`src/rtl/accum_result_collector.sv`:
```
// Result collector for an add/subtract accumulator: queues sampled {ovf, carry, sum}
// words in a small FIFO and tracks sticky carry/overflow flags plus a saturating overflow count.
module accum_result_collector #(
    parameter int DEPTH = 4,
    parameter int CNT_W = 8
) (
    input  logic                       i_clk,
    input  logic                       i_rst,
    input  logic                       i_sample,
    input  logic [7:0]                 i_sum,
    input  logic                       i_carry,
    input  logic                       i_ovf,
    input  logic                       i_clr_flags,
    input  logic                       i_ready,
    output logic                       o_valid,
    output logic [9:0]                 o_data,
    output logic [$clog2(DEPTH):0]     o_level,
    output logic                       o_full,
    output logic                       o_drop,
    output logic                       o_ovf_sticky,
    output logic                       o_carry_sticky,
    output logic [CNT_W-1:0]           o_ovf_cnt
);

    localparam int PTR_W = $clog2(DEPTH);
    localparam int LVL_W = PTR_W + 1;

    logic [9:0]       mem [0:DEPTH-1];
    logic [PTR_W-1:0] wr_ptr;
    logic [PTR_W-1:0] rd_ptr;

    logic             pop;
    logic             push;
    logic             drop_next;
    logic [9:0]       word;
    logic [PTR_W-1:0] wr_next;
    logic [PTR_W-1:0] rd_next;
    logic [LVL_W-1:0] level_next;
    logic [9:0]       head_next;
    logic [CNT_W-1:0] cnt_next;
    logic             ovf_sticky_next;
    logic             carry_sticky_next;

    // Next-state for the FIFO pointers, occupancy, registered head word and event flags
    always_comb begin
        pop       = o_valid & i_ready;
        push      = i_sample & (~o_full | pop);
        drop_next = i_sample & o_full & ~pop;
        word      = {i_ovf, i_carry, i_sum};

        if (push) begin
            wr_next = wr_ptr + PTR_W'(1);
        end else begin
            wr_next = wr_ptr;
        end

        if (pop) begin
            rd_next = rd_ptr + PTR_W'(1);
        end else begin
            rd_next = rd_ptr;
        end

        case ({push, pop})
            2'b10:   level_next = o_level + LVL_W'(1);
            2'b01:   level_next = o_level - LVL_W'(1);
            default: level_next = o_level;
        endcase

        // The new head may be the word being written on this very edge.
        if (level_next == LVL_W'(0)) begin
            head_next = 10'h000;
        end else if (push && (wr_ptr == rd_next)) begin
            head_next = word;
        end else begin
            head_next = mem[rd_next];
        end

        // A sampled event wins over a same-cycle clear.
        if (i_sample && i_ovf) begin
            ovf_sticky_next = 1'b1;
            if (i_clr_flags) begin
                cnt_next = CNT_W'(1);
            end else if (o_ovf_cnt != {CNT_W{1'b1}}) begin
                cnt_next = o_ovf_cnt + CNT_W'(1);
            end else begin
                cnt_next = o_ovf_cnt;
            end
        end else if (i_clr_flags) begin
            ovf_sticky_next = 1'b0;
            cnt_next        = {CNT_W{1'b0}};
        end else begin
            ovf_sticky_next = o_ovf_sticky;
            cnt_next        = o_ovf_cnt;
        end

        if (i_sample && i_carry) begin
            carry_sticky_next = 1'b1;
        end else if (i_clr_flags) begin
            carry_sticky_next = 1'b0;
        end else begin
            carry_sticky_next = o_carry_sticky;
        end
    end

    // Storage array; contents need no reset since visibility is governed by the pointers
    always_ff @(posedge i_clk) begin
        if (push) begin
            mem[wr_ptr] <= word;
        end
    end

    // Control state and registered outputs
    always_ff @(posedge i_clk) begin
        if (i_rst) begin
            wr_ptr         <= {PTR_W{1'b0}};
            rd_ptr         <= {PTR_W{1'b0}};
            o_level        <= {LVL_W{1'b0}};
            o_valid        <= 1'b0;
            o_full         <= 1'b0;
            o_data         <= 10'h000;
            o_drop         <= 1'b0;
            o_ovf_sticky   <= 1'b0;
            o_carry_sticky <= 1'b0;
            o_ovf_cnt      <= {CNT_W{1'b0}};
        end else begin
            wr_ptr         <= wr_next;
            rd_ptr         <= rd_next;
            o_level        <= level_next;
            o_valid        <= (level_next != LVL_W'(0));
            o_full         <= (level_next == LVL_W'(DEPTH));
            o_data         <= head_next;
            o_drop         <= drop_next;
            o_ovf_sticky   <= ovf_sticky_next;
            o_carry_sticky <= carry_sticky_next;
            o_ovf_cnt      <= cnt_next;
        end
    end

endmodule

```
`config.mk`:
```
export PLATFORM = sky130hd
export DESIGN_NAME = accum_result_collector
export DESIGN_NICKNAME = d
export VERILOG_FILES = /design/src/rtl/accum_result_collector.sv
export SDC_FILE = /design/constraint.sdc
export NUM_CORES = 1
export LEC_CHECK = 0
export CAP_MARGIN = 15
export CORE_UTILIZATION = 33
export CTS_CLUSTER_DIAMETER = 80
export DETAILED_ROUTE_END_ITERATION = 10
export SYNTH_ARGS = -nofsm -noshare
export SYNTH_HDL_FRONTEND = slang
export SYNTH_SLANG_ARGS = --single-unit
```
`constraint.sdc`:
```
create_clock -name i_clk -period 3 [get_ports i_clk]
set_clock_uncertainty 0.05 [all_clocks]
set_input_delay 0.45 -clock i_clk [delete_from_list [all_inputs] [get_ports i_clk]]
set_output_delay 0.45 -clock i_clk [all_outputs]
set_load 0.05 [all_outputs]
```
======== Yosys cells after proc, flatten, opt, wreduce, memory -nomap -nowiden ========
Memory sizes are Yosys's and may differ from the RTL's. A register that Yosys moved wholly into a read port is not among the register bits.
Cells that the tools add are included.
word-level totals
  flip-flop bits (word level) ............. 20
  memory bits (writable) .................. 40
  output and inout bits ................... 26
  logic and storage cells ................. 46
  memories kept ........................... 1
cells by class
  add/sub/neg operators ................... 5
  equality and inequality tests ........... 4
  mux-type cells .......................... 11
  bitwise gates (word level) .............. 7
  reductions and logical operators ........ 9
memory list
  memory  depth  bits a word  read ports  clocked after memory_dff  wr ports  line  RTL
  mem     4      10           1           1                         1         28    logic [9:0] mem [0:DEPTH-1];
operators with widths
  operator                                                             count
  8-bit two-way mux                                                    4
  8-bit by 1-bit adder with 8-bit output (second input constant)       1
  8-bit != test (second input constant)                                1
  3-bit case mux with 2 select lines                                   1
  2-bit nonzero test                                                   3
  1-bit two-way mux                                                    5
  2-bit by 1-bit adder with 2-bit output (second input constant)       2
  1-bit AND                                                            4
  3-bit by 1-bit adder with 3-bit output (second input constant)       1
  3-bit == test (second input constant)                                1
  3-bit logical NOT                                                    1
  3-bit nonzero test                                                   1
  3-bit by 1-bit subtractor with 3-bit output (second input constant)  1
  2-bit by 1-bit == test with 1-bit output (second input constant)     1
  2-bit == test (second input constant)                                1
  1-bit logical AND                                                    2
  2-bit two-way mux                                                    1
  1-bit NOT                                                            2
  2-bit AND reduction                                                  1
  2-bit OR reduction                                                   1
  1-bit bitwise OR                                                     1

======== Depth between registers and ports, before layout ========
  word-level depth ........................ 7
  mapped depth ............................ 11

======== Worst setup path after synthesis ========
Ideal clock, no wire load.
  path type ............................... register to register
  start ................................... reg o_valid
  end ..................................... reg o_data[0], read port of mem
  arrival time ............................ 3.072 ns
  setup slack ............................. -0.207 ns
  stages on the path, launching flop included .. 12
  buffers on the path ..................... 2
  clock period less this slack ............ 3.207 ns
  path through ............................ dfxtp_1 -> nand2_4 -> buf_6 -> a21oi_1 -> inv_1 -> ha_1 -> fa_1 -> xnor2_1 -> or3_1 -> a31o_2 -> buf_2 -> a211oi_1
on the way
  word-level cells in the longest chain between the ends .. 7
  elaborated cells on any way between the ends .. 9
  classes of those cells .................. 2 x eq/ne; 2 x mux; 3 x bitwise; 2 x reduce/logical
ends and longest elaborated chain
  element                                                                    line  RTL
  start, declared                                                            15    output logic o_valid,
  start signal, assigned                                                     129   o_valid <= (level_next != LVL_W'(0));
  1-bit AND *                                                                46    pop = o_valid & i_ready;
  1-bit bitwise OR                                                           47    push = i_sample & (~o_full | pop);
  1-bit AND                                                                  47
  2-bit by 1-bit == test with 1-bit output or 2-bit == test (tied branches)  63    case ({push, pop})
  3-bit case mux with 2 select lines                                         63
  3-bit logical NOT                                                          70    if (level_next == LVL_W'(0)) begin
  2-bit OR reduction (no source line)                                        n/a
  end, declared                                                              16    output logic [9:0] o_data,
Mark *: on every way between the ends. The rest lies on a longest branch, timed or not.
A chain may end at the register's enable or synchronous reset.

======== Final worst setup path ========
  start ................................... in i_ready
  end ..................................... reg o_data[1], read port of mem
on the way
  word-level cells in the longest chain between the ends .. 7
  elaborated cells on any way between the ends .. 9
  classes of those cells .................. 2 x eq/ne; 2 x mux; 3 x bitwise; 2 x reduce/logical
ends and longest elaborated chain
  element                                                                    line  RTL
  start, declared                                                            14    input logic i_ready,
  1-bit AND *                                                                46
  1-bit bitwise OR                                                           47
  1-bit AND                                                                  47
  2-bit by 1-bit == test with 1-bit output or 2-bit == test (tied branches)  63
  3-bit case mux with 2 select lines                                         63
  3-bit logical NOT                                                          70
  2-bit OR reduction (no source line)                                        n/a
Marked as above.

==> results.md <==
- The flow ran to the end, and the final reports show no timing, DRC or antenna violations.
- The hold path startpoint is o_ovf_sticky.
- The worst register-to-register path begins at o_valid.
- The first TritonRoute pass finished after 4 iterations.
- Of the synthesized area, sequential elements account for 0.554.
- The H-tree level count is 3.
- The final net count is 304.
- In this run, synthesis inferred 40 flip-flops with an integrated enable.
- Dividing the final minimum period by the clock period gives 0.904.
- Once layout is complete, the utilization of the core stands at 0.432.
- The count of nets left with antenna violations once routing finished came out at 0.
- The number of antenna diodes is 0.
- For met3 alone, demand over resource in global routing was 0.0428.
- The worst setup margin is 0.289 ns.
- For this run, design rule violations remaining after detail routing come to 0.
- Synthesis produced a netlist with a net count of 251.
- The count of routing violations after the opening detailed-route iteration is 100.
- The row count is 35.
- The post-CTS setup buffer count is 0.
- Yosys printed 0 warnings.
- The initial antenna violation count is 0.
- The leakage power figure is 1.41 nW.
- Across the run, the number of max-cap violations was 0.
- The fraction of registers with async set/reset is 0.
- The routing usage on met1 is 0.192.
- The layout has 909 filler cells.
- The slack of the worst reg-to-reg path is 0.54 ns.
- The buffer depth of the longest clock path is 2.
- The family of cells with the greatest summed delay on the critical path is compound AO/OA/AOI/OAI gates.
- The total count of hold-check failures in the final report was 0.
- Using the TritonRoute via totals, the vias-per-cell ratio works out to 5.01.
- The class of the tightest hold or removal check is flop to flop.
- The worst setup path is launched from a primary input.
- The number of buffers and inverters on the critical path is 2.
- Dividing total power by cell area gives a power density of 648 nW/um^2.
- The die is 101 um wide.
- The worst setup path is captured at a flop.
- In this run, synthesis produced a sequential element count of 70.
- For this run the aggregate overflow at the end of global routing stands at 0.
- For the worst flop-to-flop path, the logic depth is 9.
- The maximum vdd drop is 0.000210 V.
- The clock input transition at the sequential cells of the worst setup and hold paths is 0.08 ns.
- The slowest library cell on the worst path is sky130_fd_sc_hd__clkdlybuf4s50_1.
- After synthesis, the netlist uses 43 different library cells.
- The die outline height is 101 um.
- The slew of the pin with the lowest slew margin is 0.578 ns.
- The initial core utilization is 0.347.
- The routed layout has 2085 vias.
- The cell count after synthesis came out at 229.
- The path with the worst hold slack has its endpoint at o_ovf_sticky.
- The later pin in the worst-skew pair is clocked with a latency of 0.35 ns.
- The maximum fanout encountered on the critical timing path is 11.
- The required time at the worst-slack endpoint is 3.22 ns.
- The clock drives 70 sinks.
- After detailed routing, the average wire length per cell comes to 16.2 um.
- The number of global-route vias before repair is 2077.
- The critical path is of the primary input to flop type.
- The post-placement cell count is 400.
- The tree is rooted in a sky130_fd_sc_hd__clkbuf_8.
- The busiest metal layer after global routing is met2.
- The first global-routing pass estimated 11000 um of wire.
- The final count of pins violating max slew is 0.
- The smallest clock period supported by the final layout is computed as 2.71 ns.
- STA puts the critical path data arrival time at 2.93 ns.
- Counting instances, the worst hold path has a depth of 2.
- The routability-driven placement congestion ratio is 0.794.
- The finished layout holds 416 standard cells, fillers aside.
- The setup slack after placement is -0.0759 ns.
- Detailed placement ended at an HPWL of 4540 um.
- Setup repair after global routing left no endpoint under its margin.
- The global routing met2 resource utilization is 0.230.
- The overall routing resource usage is 0.144.
- The number of input and output port buffers inserted is 40.
- The most critical setup path has its startpoint at i_ready.
- Walking the worst path, the cells encountered are clkdlybuf4s50_1, nand2_4, a21oi_1, inv_1, ha_1, fa_1, xnor2_1, or3_1, a31o_2, a211oi_2.
- The destination of the worst register-to-register timing path is o_data[1].
- The area growth from synthesis to layout is 24.6%.
- The hold buffer count at cts is 0.
- In the synthesized netlist the dominant register cell turns out to be sky130_fd_sc_hd__edfxtp_1.
- The number of gates resized after CTS is 0.
- In this run the mean area of a mapped cell was 14.2 um^2.
- The TritonCTS clock tree is yes.
- Entering global routing, the biggest net connects 22 pins.
- The area inside the core boundary is 9370 um^2.
- The layout cell share with drive strength beyond 1 is 0.160.
- The number of buffers inserted during clock tree synthesis is 9.
- In this run the tightest slew margin relative to its limit is 0.615.
- Setup total negative slack on the finished layout was measured at 0 ns.
- The post-synth design cell area is 3250 um^2.
- Setup violations remaining at the end of the flow were counted as 0.
- For this design the top-level I/O count stands at 41.
- On the worst path, the slowest cell contributes a delay of 0.52 ns.
- The total die area is 10200 um^2.
- The wire length after detailed routing is 6720 um.
- The highest clock rate is 369 MHz.
## layer usage
metal	vias to the layer above	wire [um]
li1	1006	-
met1	1011	3170
met2	61	3150
met3	7	322
met4	0	70
met5	-	0
## synth_stat cells (2+ instances only)
cell type | count | area (um^2)
sky130_fd_sc_hd__a211oi_1 | 21 | 158
sky130_fd_sc_hd__a21o_1 | 2 | 15.0
sky130_fd_sc_hd__a21oi_1 | 6 | 30.0
sky130_fd_sc_hd__a41oi_1 | 2 | 17.5
sky130_fd_sc_hd__and2_1 | 6 | 37.5
sky130_fd_sc_hd__and3b_1 | 2 | 17.5
sky130_fd_sc_hd__buf_2 | 7 | 35.0
sky130_fd_sc_hd__buf_4 | 2 | 15.0
sky130_fd_sc_hd__buf_6 | 2 | 22.5
sky130_fd_sc_hd__clkbuf_1 | 3 | 11.3
sky130_fd_sc_hd__dfxtp_1 | 30 | 601
sky130_fd_sc_hd__edfxtp_1 | 40 | 1200
sky130_fd_sc_hd__ha_1 | 6 | 75.1
sky130_fd_sc_hd__inv_1 | 8 | 30.0
sky130_fd_sc_hd__mux2i_1 | 16 | 160
sky130_fd_sc_hd__mux4_1 | 10 | 263
sky130_fd_sc_hd__mux4_2 | 9 | 203
sky130_fd_sc_hd__nand2_1 | 5 | 18.8
sky130_fd_sc_hd__nand2b_1 | 2 | 12.5
sky130_fd_sc_hd__nand3_1 | 4 | 20.0
sky130_fd_sc_hd__nor2_1 | 14 | 52.6
sky130_fd_sc_hd__nor3_1 | 4 | 20.0
sky130_fd_sc_hd__o211ai_1 | 2 | 15.0
sky130_fd_sc_hd__o21ai_0 | 3 | 15.0
sky130_fd_sc_hd__xnor2_1 | 2 | 17.5
sky130_fd_sc_hd__xor2_1 | 4 | 35.0
## final cells by class
class / count / area [um^2] / share of cell area
Sequential cell: 70 / 1800 / 0.445
Multi-Input combinational cell: 137 / 1330 / 0.329
Timing Repair Buffer: 56 / 520 / 0.129
Tap cell: 129 / 161 / 0.0399
Clock buffer: 11 / 141 / 0.0349
Clock inverter: 5 / 58.8 / 0.0145
Inverter: 8 / 30.0 / 0.00742
## worst register-to-register path, delay by kind of cell (launching register included)
kind                       cells  cell delay [ns]
AOI/OAI and AO/OA              3             0.76
buffers and inverters          1             0.06
and+or+nand+nor                2             0.38
xor gates and xnor gates       1             0.14
adders and majority gates      2             0.60
DFF                            1             0.38
## through the flow
stage          instance area [um^2]  power [mW]  hold WS (ns)
6_report                       4050        2.62         0.452
4_1_cts                        4050        2.65         0.459
2_1_floorplan                  3250        1.66         0.493
3_3_place_gp                   3850        1.88         0.442
3_5_place_dp                   3850        1.89         0.436
5_1_grt                        4050        2.75         0.482
## power breakdown
part | total, mW | switching, mW | internal [mW]
clock | 0.764 | 0.356 | 0.408
combinational | 0.698 | 0.415 | 0.283
sequential | 1.16 | 0.0547 | 1.11
## registers in the layout (all words and copies together) (netlist names), 2 cells and up
| register | cells |
|---|---|
| o_data | 10 |
| rd_ptr | 2 |
| mem | 40 |
| o_ovf_cnt | 8 |
| o_level | 3 |
| wr_ptr | 2 |
## how the worst max path moves through the flow
stage,end,slack [ns],cells past startpoint
floorplan,o_data[0],0.01,11
global placement,o_data[1],0.01,10
detailed placement,o_data[1],-0.08,10
CTS,o_data[1],0.30,10
global route,o_data[1],0.15,10
finish,o_data[1],0.29,10
## logic make-up after synthesis
logic type,after synthesis,synth area share
fa+ha+maj,7,0.0293
mux,35,0.193
xor+xnor,6,0.0162
buf+inv,22,0.0350
flops,70,0.554
simple gates,44,0.0709
compound gates,45,0.102
## placed cells by master (no fill, tap or decap), types with 3 or more instances in the layout
cell | netlist | final
sky130_fd_sc_hd__ha_1 | 6 | 6
sky130_fd_sc_hd__o21ai_0 | 3 | 3
sky130_fd_sc_hd__edfxtp_1 | 40 | 40
sky130_fd_sc_hd__mux4_2 | 9 | 9
sky130_fd_sc_hd__nor2_1 | 14 | 14
sky130_fd_sc_hd__dfxtp_1 | 30 | 29
sky130_fd_sc_hd__nor3_1 | 4 | 4
sky130_fd_sc_hd__clkbuf_8 | 0 | 10
sky130_fd_sc_hd__mux4_1 | 10 | 10
sky130_fd_sc_hd__inv_1 | 8 | 8
sky130_fd_sc_hd__buf_4 | 2 | 16
sky130_fd_sc_hd__nand3_1 | 4 | 4
sky130_fd_sc_hd__clkdlybuf4s50_1 | 0 | 40
sky130_fd_sc_hd__mux2i_1 | 16 | 16
sky130_fd_sc_hd__a211oi_1 | 21 | 21
sky130_fd_sc_hd__a21oi_1 | 6 | 6
sky130_fd_sc_hd__nand2_1 | 5 | 5
sky130_fd_sc_hd__xor2_1 | 4 | 4
sky130_fd_sc_hd__and2_1 | 6 | 6
No activity file was read; power rests on OpenSTA's default activity.
